File: src/rtl/md5_round_ctrl_if.sv
// Bus between the MD5 block controller and its user / external round datapath.
// The master drives start, the block, the chaining value and a_next; the slave (controller) drives the rest.
interface md5_round_ctrl_if;
    logic         start;
    logic [511:0] block_in;
    logic [127:0] chain_in;
    logic         busy;
    logic         done;
    logic [127:0] digest_out;
    logic [31:0]  rnd_a;
    logic [31:0]  rnd_b;
    logic [31:0]  rnd_c;
    logic [31:0]  rnd_d;
    logic [31:0]  rnd_message;
    logic [31:0]  rnd_s;
    logic [31:0]  rnd_t;
    logic [1:0]   rnd_sel;
    logic [31:0]  a_next;

    modport master (
        output start, block_in, chain_in, a_next,
        input  busy, done, digest_out, rnd_a, rnd_b, rnd_c, rnd_d,
               rnd_message, rnd_s, rnd_t, rnd_sel
    );

    modport slave (
        input  start, block_in, chain_in, a_next,
        output busy, done, digest_out, rnd_a, rnd_b, rnd_c, rnd_d,
               rnd_message, rnd_s, rnd_t, rnd_sel
    );
endinterface

File: src/rtl/md5_round_ctrl.sv
// MD5 64-step sequencer: holds A..D and the message block, feeds an external round datapath.
// Define MD5_FINAL_ADD_EN to add the latched chaining value into the digest (feed-forward).
module md5_round_ctrl (
    input  logic               clk,
    input  logic               rst,
    md5_round_ctrl_if.slave    bus
);
    typedef enum logic [1:0] {IDLE, RUN, DONE} state_t;

    state_t        state_reg;
    logic [5:0]    step_reg;
    logic [31:0]   a_reg, b_reg, c_reg, d_reg;
    logic          busy_reg, done_reg;
    logic [127:0]  digest_reg;
    logic [31:0]   msg_word [16];
    logic          accept;
    logic [3:0]    msg_idx;
    logic [4:0]    s_val;
    logic [31:0]   t_val;
`ifdef MD5_FINAL_ADD_EN
    logic [127:0]  chain_reg;
`endif

    assign accept = (state_reg == IDLE) && bus.start;

    genvar gi;
    generate
        for (gi = 0; gi < 16; gi++) begin : g_msg
            logic [31:0] word_reg;
            always_ff @(posedge clk or posedge rst) begin
                if (rst)
                    word_reg <= '0;
                else if (accept)
                    word_reg <= bus.block_in[32*gi +: 32];
            end
            assign msg_word[gi] = word_reg;
        end
    endgenerate

    always_ff @(posedge clk or posedge rst) begin
        if (rst) begin
            state_reg  <= IDLE;
            step_reg   <= '0;
            a_reg      <= '0;
            b_reg      <= '0;
            c_reg      <= '0;
            d_reg      <= '0;
            busy_reg   <= 1'b0;
            done_reg   <= 1'b0;
            digest_reg <= '0;
`ifdef MD5_FINAL_ADD_EN
            chain_reg  <= '0;
`endif
        end else begin
            case (state_reg)
                IDLE: begin
                    done_reg <= 1'b0;
                    if (bus.start) begin
                        a_reg     <= bus.chain_in[31:0];
                        b_reg     <= bus.chain_in[63:32];
                        c_reg     <= bus.chain_in[95:64];
                        d_reg     <= bus.chain_in[127:96];
`ifdef MD5_FINAL_ADD_EN
                        chain_reg <= bus.chain_in;
`endif
                        step_reg  <= '0;
                        busy_reg  <= 1'b1;
                        state_reg <= RUN;
                    end
                end
                RUN: begin
                    a_reg    <= d_reg;
                    b_reg    <= bus.a_next;
                    c_reg    <= b_reg;
                    d_reg    <= c_reg;
                    // Wraps 63 -> 0, so step is already 0 again in DONE.
                    step_reg <= step_reg + 6'd1;
                    if (step_reg == 6'd63)
                        state_reg <= DONE;
                end
                DONE: begin
`ifdef MD5_FINAL_ADD_EN
                    digest_reg <= {chain_reg[127:96] + d_reg, chain_reg[95:64] + c_reg,
                                   chain_reg[63:32]  + b_reg, chain_reg[31:0]  + a_reg};
`else
                    digest_reg <= {d_reg, c_reg, b_reg, a_reg};
`endif
                    done_reg  <= 1'b1;
                    busy_reg  <= 1'b0;
                    state_reg <= IDLE;
                end
                default: state_reg <= IDLE;
            endcase
        end
    end

    // Message schedule: the four rounds walk the block with different strides.
    always_comb begin
        msg_idx = step_reg[3:0];
        case (step_reg[5:4])
            2'd0:    msg_idx = step_reg[3:0];
            2'd1:    msg_idx = step_reg[3:0] * 4'd5 + 4'd1;
            2'd2:    msg_idx = step_reg[3:0] * 4'd3 + 4'd5;
            default: msg_idx = step_reg[3:0] * 4'd7;
        endcase
    end

    always_comb begin
        s_val = 5'd0;
        case ({step_reg[5:4], step_reg[1:0]})
            4'h0: s_val = 5'd7;   4'h1: s_val = 5'd12;  4'h2: s_val = 5'd17;  4'h3: s_val = 5'd22;
            4'h4: s_val = 5'd5;   4'h5: s_val = 5'd9;   4'h6: s_val = 5'd14;  4'h7: s_val = 5'd20;
            4'h8: s_val = 5'd4;   4'h9: s_val = 5'd11;  4'hA: s_val = 5'd16;  4'hB: s_val = 5'd23;
            4'hC: s_val = 5'd6;   4'hD: s_val = 5'd10;  4'hE: s_val = 5'd15;  4'hF: s_val = 5'd21;
            default: s_val = 5'd0;
        endcase
    end

    // T[i] = floor(|sin(i+1)| * 2^32)
    always_comb begin
        t_val = '0;
        case (step_reg)
            6'd0:  t_val = 32'hd76aa478; 6'd1:  t_val = 32'he8c7b756; 6'd2:  t_val = 32'h242070db; 6'd3:  t_val = 32'hc1bdceee;
            6'd4:  t_val = 32'hf57c0faf; 6'd5:  t_val = 32'h4787c62a; 6'd6:  t_val = 32'ha8304613; 6'd7:  t_val = 32'hfd469501;
            6'd8:  t_val = 32'h698098d8; 6'd9:  t_val = 32'h8b44f7af; 6'd10: t_val = 32'hffff5bb1; 6'd11: t_val = 32'h895cd7be;
            6'd12: t_val = 32'h6b901122; 6'd13: t_val = 32'hfd987193; 6'd14: t_val = 32'ha679438e; 6'd15: t_val = 32'h49b40821;
            6'd16: t_val = 32'hf61e2562; 6'd17: t_val = 32'hc040b340; 6'd18: t_val = 32'h265e5a51; 6'd19: t_val = 32'he9b6c7aa;
            6'd20: t_val = 32'hd62f105d; 6'd21: t_val = 32'h02441453; 6'd22: t_val = 32'hd8a1e681; 6'd23: t_val = 32'he7d3fbc8;
            6'd24: t_val = 32'h21e1cde6; 6'd25: t_val = 32'hc33707d6; 6'd26: t_val = 32'hf4d50d87; 6'd27: t_val = 32'h455a14ed;
            6'd28: t_val = 32'ha9e3e905; 6'd29: t_val = 32'hfcefa3f8; 6'd30: t_val = 32'h676f02d9; 6'd31: t_val = 32'h8d2a4c8a;
            6'd32: t_val = 32'hfffa3942; 6'd33: t_val = 32'h8771f681; 6'd34: t_val = 32'h6d9d6122; 6'd35: t_val = 32'hfde5380c;
            6'd36: t_val = 32'ha4beea44; 6'd37: t_val = 32'h4bdecfa9; 6'd38: t_val = 32'hf6bb4b60; 6'd39: t_val = 32'hbebfbc70;
            6'd40: t_val = 32'h289b7ec6; 6'd41: t_val = 32'heaa127fa; 6'd42: t_val = 32'hd4ef3085; 6'd43: t_val = 32'h04881d05;
            6'd44: t_val = 32'hd9d4d039; 6'd45: t_val = 32'he6db99e5; 6'd46: t_val = 32'h1fa27cf8; 6'd47: t_val = 32'hc4ac5665;
            6'd48: t_val = 32'hf4292244; 6'd49: t_val = 32'h432aff97; 6'd50: t_val = 32'hab9423a7; 6'd51: t_val = 32'hfc93a039;
            6'd52: t_val = 32'h655b59c3; 6'd53: t_val = 32'h8f0ccc92; 6'd54: t_val = 32'hffeff47d; 6'd55: t_val = 32'h85845dd1;
            6'd56: t_val = 32'h6fa87e4f; 6'd57: t_val = 32'hfe2ce6e0; 6'd58: t_val = 32'ha3014314; 6'd59: t_val = 32'h4e0811a1;
            6'd60: t_val = 32'hf7537e82; 6'd61: t_val = 32'hbd3af235; 6'd62: t_val = 32'h2ad7d2bb; 6'd63: t_val = 32'heb86d391;
            default: t_val = '0;
        endcase
    end

    assign bus.busy        = busy_reg;
    assign bus.done        = done_reg;
    assign bus.digest_out  = digest_reg;
    assign bus.rnd_a       = a_reg;
    assign bus.rnd_b       = b_reg;
    assign bus.rnd_c       = c_reg;
    assign bus.rnd_d       = d_reg;
    assign bus.rnd_sel     = step_reg[5:4];
    assign bus.rnd_message = msg_word[msg_idx];
    assign bus.rnd_s       = {27'd0, s_val};
    assign bus.rnd_t       = t_val;
endmodule

File: src/flat_wrapper.sv
// flat-port wrapper written by rule: the top's interface ports become plain ports
module md5_round_ctrl_flat 
  (clk, rst, bus_start, bus_block_in, bus_chain_in, bus_a_next, bus_busy, bus_done, bus_digest_out, bus_rnd_a, bus_rnd_b, bus_rnd_c, bus_rnd_d, bus_rnd_message, bus_rnd_s, bus_rnd_t, bus_rnd_sel);
  md5_round_ctrl_if bus_i ();
  input  logic clk;
  input  logic rst;
  input wire logic [$bits(bus_i.start)-1:0] bus_start;
  input wire logic [$bits(bus_i.block_in)-1:0] bus_block_in;
  input wire logic [$bits(bus_i.chain_in)-1:0] bus_chain_in;
  input wire logic [$bits(bus_i.a_next)-1:0] bus_a_next;
  output wire logic [$bits(bus_i.busy)-1:0] bus_busy;
  output wire logic [$bits(bus_i.done)-1:0] bus_done;
  output wire logic [$bits(bus_i.digest_out)-1:0] bus_digest_out;
  output wire logic [$bits(bus_i.rnd_a)-1:0] bus_rnd_a;
  output wire logic [$bits(bus_i.rnd_b)-1:0] bus_rnd_b;
  output wire logic [$bits(bus_i.rnd_c)-1:0] bus_rnd_c;
  output wire logic [$bits(bus_i.rnd_d)-1:0] bus_rnd_d;
  output wire logic [$bits(bus_i.rnd_message)-1:0] bus_rnd_message;
  output wire logic [$bits(bus_i.rnd_s)-1:0] bus_rnd_s;
  output wire logic [$bits(bus_i.rnd_t)-1:0] bus_rnd_t;
  output wire logic [$bits(bus_i.rnd_sel)-1:0] bus_rnd_sel;
  assign bus_i.start = bus_start;
  assign bus_i.block_in = bus_block_in;
  assign bus_i.chain_in = bus_chain_in;
  assign bus_i.a_next = bus_a_next;
  assign bus_busy = bus_i.busy;
  assign bus_done = bus_i.done;
  assign bus_digest_out = bus_i.digest_out;
  assign bus_rnd_a = bus_i.rnd_a;
  assign bus_rnd_b = bus_i.rnd_b;
  assign bus_rnd_c = bus_i.rnd_c;
  assign bus_rnd_d = bus_i.rnd_d;
  assign bus_rnd_message = bus_i.rnd_message;
  assign bus_rnd_s = bus_i.rnd_s;
  assign bus_rnd_t = bus_i.rnd_t;
  assign bus_rnd_sel = bus_i.rnd_sel;
  md5_round_ctrl u_core (.clk(clk), .rst(rst), .bus(bus_i));
endmodule
File: config.mk
export PLATFORM = sky130hd
export DESIGN_NAME = md5_round_ctrl_flat
export DESIGN_NICKNAME = d
export VERILOG_FILES = /design/src/rtl/md5_round_ctrl_if.sv /design/src/rtl/md5_round_ctrl.sv /design/src/flat_wrapper.sv
export SDC_FILE = /design/constraint.sdc
export NUM_CORES = 2
export LEC_CHECK = 0
export BUFFER_PORTS_ARGS = -buffer_cell sky130_fd_sc_hd__buf_2
export CAP_MARGIN = 5
export CORE_AREA = 2 2 398 400
export DETAILED_ROUTE_END_ITERATION = 10
export DIE_AREA = 0 0 400 402
export SLEW_MARGIN = 0
export SYNTH_ARGS = -nofsm -noshare
export SYNTH_HDL_FRONTEND = slang
export SYNTH_SLANG_ARGS = --single-unit
File: constraint.sdc
create_clock -name clk -period 26.1 [get_ports clk]
set_input_delay 2.61 -clock clk [delete_from_list [all_inputs] [get_ports clk]]
set_output_delay 2.61 -clock clk [all_outputs]
set_load 0.03 [all_outputs]
# Yosys cells after proc, flatten, opt, wreduce, memory -nomap -nowiden
# Memories as Yosys holds them, arrays and structs flattened.
# Cells that the tools add are included.
# classes
add_sub_neg	3
n_mul	3
n_div	0
magnitude_cmp	1
eq_ne	7
shifts	0
mux	20
n_bitwise	1
n_reduce_logical	8
# ops
operator	count
32-bit one-hot mux with 2 select lines	4
32-bit 2-to-1 mux	6
32-bit binary-select mux with 4-bit select	1
4-bit one-hot mux with 3 select lines	1
6-bit one-hot mux with 2 select lines	1
4-bit by 3-bit multiplier with 4-bit output (second input constant)	2
6-bit by 1-bit adder with 6-bit output (second input constant)	1
6-bit == test (second input constant)	1
6-bit 2-to-1 mux	1
2-bit AND reduction	3
5-bit greater-or-equal comparator (second input constant)	1
4-bit NOT with 5-bit output	1
4-bit by 1-bit adder with 4-bit output (second input constant)	1
4-bit by 3-bit adder with 4-bit output (second input constant)	1
2-bit by 1-bit == test with 1-bit output (second input constant)	2
2-bit == test (second input constant)	2
2-bit logical NOT	2
4-bit by 2-bit multiplier with 4-bit output (second input constant)	1
2-bit 2-to-1 mux	2
1-bit one-hot mux with 2 select lines	2
2-bit one-hot mux with 2 select lines	1
2-bit nonzero test	2
2-bit by 1-bit != test with 1-bit output (second input constant)	1
2-bit != test (second input constant)	1
other kinds (2)	2
# word_totals
reg_bits	778
latch_bits	0
ramBits	0
rom_bits	2128
inputBits	675
output_inout_bits	356
memories	2
# mem_list
name	depth	word_bits	rd	rd_ports_with_merged_regs	wr	line	text
(no name shown)	64	32	1	0	0	md5_round_ctrl.sv:122	case (step_reg)
(no name shown)	16	5	1	0	0	md5_round_ctrl.sv:110	case ({step_reg[5:4], step_reg[1:0]})

# Longest topological paths before layout
# depth
word_depth	7
ltp_mapped	14
ltp_nobuf	9

# Worst setup path after synthesis
# Ideal clock, no wire load.
# synth_path
path_kind	register to output
from	register u_core.step_reg[2]
to	output port bus_rnd_message[0]
t_arrival_ns	4.077
t_required_ns	23.490
setup_slack_ns	19.413
stages_incl_launch_ff	15
n_path_buf	5
cell_sequence	dfrtp_1 -> buf_2 -> clkinv_1 -> buf_1 -> fa_1 -> inv_1 -> ha_1 -> mux4_2 -> buf_2 -> buf_6 -> buf_2 -> mux2i_1 -> o21ai_0 -> o2111ai_1 -> mux2i_1
# synth_between
elab_chain_cells	7
word_cells_on_any_way	10
cone_classes	add/sub: 2; mul: 3; mux: 4; bitwise: 1
# synth_lines
element	line	text
start, declared	md5_round_ctrl.sv:11	logic [5:0] step_reg;
start signal, assigned	md5_round_ctrl.sv:77	step_reg <= step_reg + 6'd1;
4-bit by 2-bit multiplier with 4-bit output / 4-bit by 3-bit multiplier with 4-bit output (equally long branches)	md5_round_ctrl.sv:103, md5_round_ctrl.sv:102	
4-bit by 3-bit adder with 4-bit output / 4-bit by 1-bit adder with 4-bit output (equally long branches)	md5_round_ctrl.sv:103, md5_round_ctrl.sv:102	
4-bit one-hot mux with 3 select lines (*)	md5_round_ctrl.sv:100	case (step_reg[5:4])
4-bit NOT with 5-bit output (not written as such) (*)	md5_round_ctrl.sv:151	assign bus.rnd_message = msg_word[msg_idx];
32-bit binary-select mux with 4-bit select (*)	md5_round_ctrl.sv:151	
32-bit 2-to-1 mux (not written as such) (*) (2 in a row)	md5_round_ctrl.sv:151	
end, declared	flat_wrapper.sv:18	output wire logic [$bits(bus_i.rnd_message)-1:0] bus_rnd_message;
# Every way passes the cells marked *; elsewhere a longest branch is shown, timed or not. The select of a mux whose other input is x is not followed.

# Worst setup path in the final report
# layout_path
from	register u_core.step_reg[1]
to	output port bus_rnd_message[6]
# Same word-level chain as after synthesis.

==> metrics.yaml <==
cts:
  cts_tree: "done"
  cts_buffer_depth: 3
  holdBufCountCts: 0
  path_clk_slew_ps: 60
  clk_latency_ps: 710
  cts_setup_buffers: 0
  root_buffer: "clkbuf_16"
  cts_buffers: 91
  ctsResizeCount: 0
  cts.sinks: 778
  htree_levels: 3
sta:
  rsz0062_at_grt: "no"
  worstMarginPinSlew_ps: 1390
  hold_viol: 0
  relSlewSlack: 0.0522
  tns_ps: 0
  setup_ws_ps: 16640
  clock_skew_ps: 68.0
  setup_viol: 0
  clock.fmax_ghz: 0.106
  fin_crit_sh: 0.363
  fin_crit_ps: 9460
  drv_slew: 0
flow_run:
  max_cap_violations: 0
route:
  vias: 31500
  drt-total-wl_um: 168000
  avgRoutedWirePerCell_um: 26.4
  route.detailed.drc: 0
  ant_nets: 0
  drtIter0Drc: 2633
  firstDrtPassIters: 5
  via_per_inst: 4.95
logic_synthesis:
  synth_area_um2: 39000
  ys_seq_elements: 778
  ys_seq_area_frac: 0.499
  ys.flop_type: "dfrtp_1"
  yosysUniqueCellTypes: 69
  avgSynthCellArea_um2: 11.8
  syn_inst: 3300
  synth_edf_count: 0
  async_reset_ff_frac: 1.00
  yosysWarnings: 0
critical_path:
  cp.required_ps: 23490
  cp_cell_sequence: "buf_4, inv_1, fa_1, inv_1, ha_1, mux4_4, buf_12, buf_12, buf_4, mux2i_1, o21ai_0, o2111ai_1, mux2i_1, buf_2"
  critPathMaxStageDelay_ps: 780
  path_class: "register to output port"
  startpoint_type: "register"
  crit_family: "buffers and inverters"
  path_max_fanout: 111
  cp-end-kind: "output port"
  worst-path-buf-inv: 7
  crit_slowest_cell: "buf_4"
  arrival_ps: 6850
power:
  p_leak_nw: 22.9
  pwr_density_cell_nw_per_um2: 59.4
  peakVddDrop_mv: 0.0500
  design_power_total_mw: 2.92
finish:
  largest_reg_flops: 512
  multi_input_area_um2: 18200
  syn2layout_area_growth_pct: 26.0
  fillers: 16000
  drive_above_1_share: 0.450
  fin_area_um2: 49200
  finalNetCount: 4882
  regArea_um2: 19500
placed_design:
  finalWeightedCongestion: 0.967
  io_buffers: 1003
  place_area_um2: 45900
  hpwl_um: 125000
  dp_slack_ps: 17490
global_route:
  track_usage: 0.200
  overflow: 0
  grt_pass1_vias: 31300
  grt_first_pass_wirelength_um: 233000
  grt_max_degree: 166
  antenna_found_initial: 111
worst_hold_path:
  hold_class: "register to register"
floorplanning:
  die_w_um: 400
  start_util: 0.248
  ios: 1031
  die_area_um2: 161000
  core_area_um2: 157000
  rows: 146
  die_h_um: 402
status:
  status: "finished clean"
## power breakdown
part | switching [mW] | total [mW] | internal [mW]
logic | 0.131 | 0.232 | 0.101
registers | 0.0504 | 1.31 | 1.26
clock network | 0.561 | 1.38 | 0.821
## synthesized netlist by cell type (6+ instances only)
library cell  number  area, um2
a21oi_1          179        896
ha_1              31        388
mux2_1            32        360
nand2_1          210        788
and3b_1           18        158
mux2i_1          232       2320
mux4_2            10        225
a211oi_1          17        128
nor2b_1          128        801
a22oi_1          110        826
nor2_1            45        169
mux2_2           656       7390
clkbuf_1         155        582
o311ai_0          11       96.3
buf_2             83        415
o2111ai_1         68        596
o211ai_1          26        195
inv_1             15       56.3
mux2_4            16        240
buf_6              6       67.6
o21ai_0          252       1260
dfrtp_1          778      19500
buf_1             16       60.1
nand2b_1          19        119
nor3_1            20        100
buf_4             43        323
nand3_1           16       80.1
## per-stage QoR
stage | hold slack (ps) | cells | utilization
2_1_floorplan | 473 | 3326 | -
3_3_place_gp | 460 | 6151 | 0.292
3_5_place_dp | 469 | 6151 | 0.292
4_1_cts | 482 | 6315 | 0.312
5_1_grt | 505 | 6339 | 0.313
6_report | 479 | 6352 | 0.313
## kinds of logic (layout without fill, tap and decap cells)
kind of cell,count (synthesis),count (layout),share of synthesized area
buffers and inverters,320,1237,0.0387
XOR/XNOR,8,8,0.00253
adder cells (fa/ha/maj),35,35,0.0120
AO/OA/AOI/OAI,726,726,0.116
AND/OR/NAND/NOR,486,486,0.0623
multiplexers,946,946,0.270
other,1,64,0.0000961
flip-flops,778,778,0.499
## layout by cell type, fill, tap and decap left out, types with 21 or more instances in the layout
master / synthesis / final
mux2_1: 32 / 32
buf_4: 43 / 49
buf_2: 83 / 1002
dfrtp_1: 778 / 771
a21oi_1: 179 / 178
nand2_1: 210 / 210
mux2i_1: 232 / 231
o2111ai_1: 68 / 68
clkbuf_16: 0 / 92
o21ai_0: 252 / 252
diode_2: 0 / 37
a22oi_1: 110 / 110
nor2_1: 45 / 44
mux2_2: 656 / 656
conb_1: 1 / 27
clkbuf_8: 0 / 21
nor2b_1: 128 / 126
ha_1: 31 / 31
o211ai_1: 26 / 26
## worst paths after layout
check                                                     start                                   endpoint  slack (ps)  cells past startpoint
worst min register to register      u_core.bus.busy$_DFFE_PP0P_                u_core.bus.busy$_DFFE_PP0P_         480                      1
worst max register to register  u_core.state_reg[1]$_DFFE_PP0P_  u_core.g_msg[13].word_reg[28]$_DFFE_PP0P_       20930                      7
min in group asynchronous                                   rst   u_core.g_msg[13].word_reg[9]$_DFFE_PP0P_        2020                      2
worst max-delay path             u_core.step_reg[1]$_DFFE_PP0P_                         bus_rnd_message[6]       16640                     14
max in group asynchronous                                   rst    u_core.g_msg[4].word_reg[3]$_DFFE_PP0P_       20880                      5
worst min-delay path                u_core.bus.busy$_DFFE_PP0P_                u_core.bus.busy$_DFFE_PP0P_         480                      1
## per-layer routing
| metal | up-vias | global-route usage | share of wire |
|---|---|---|---|
| met5 | - | 0 | 0.0033 |
| met3 | 376 | 0.0675 | 0.090 |
| li1 | 13800 | - | - |
| met2 | 1412 | 0.338 | 0.49 |
| met1 | 15800 | 0.227 | 0.37 |
| met4 | 86 | 0.0903 | 0.048 |
## layout make-up
type	count	area share
clock inverters	37	0.0118
well taps	2072	0.0527
repair buffers	1056	0.111
diodes	37	0.00188
flip-flops and latches	778	0.396
multi-input cells	2228	0.371
inverters	17	0.00145
clock buffers	127	0.0538
Note: power is estimated with default switching activity, not from simulation.
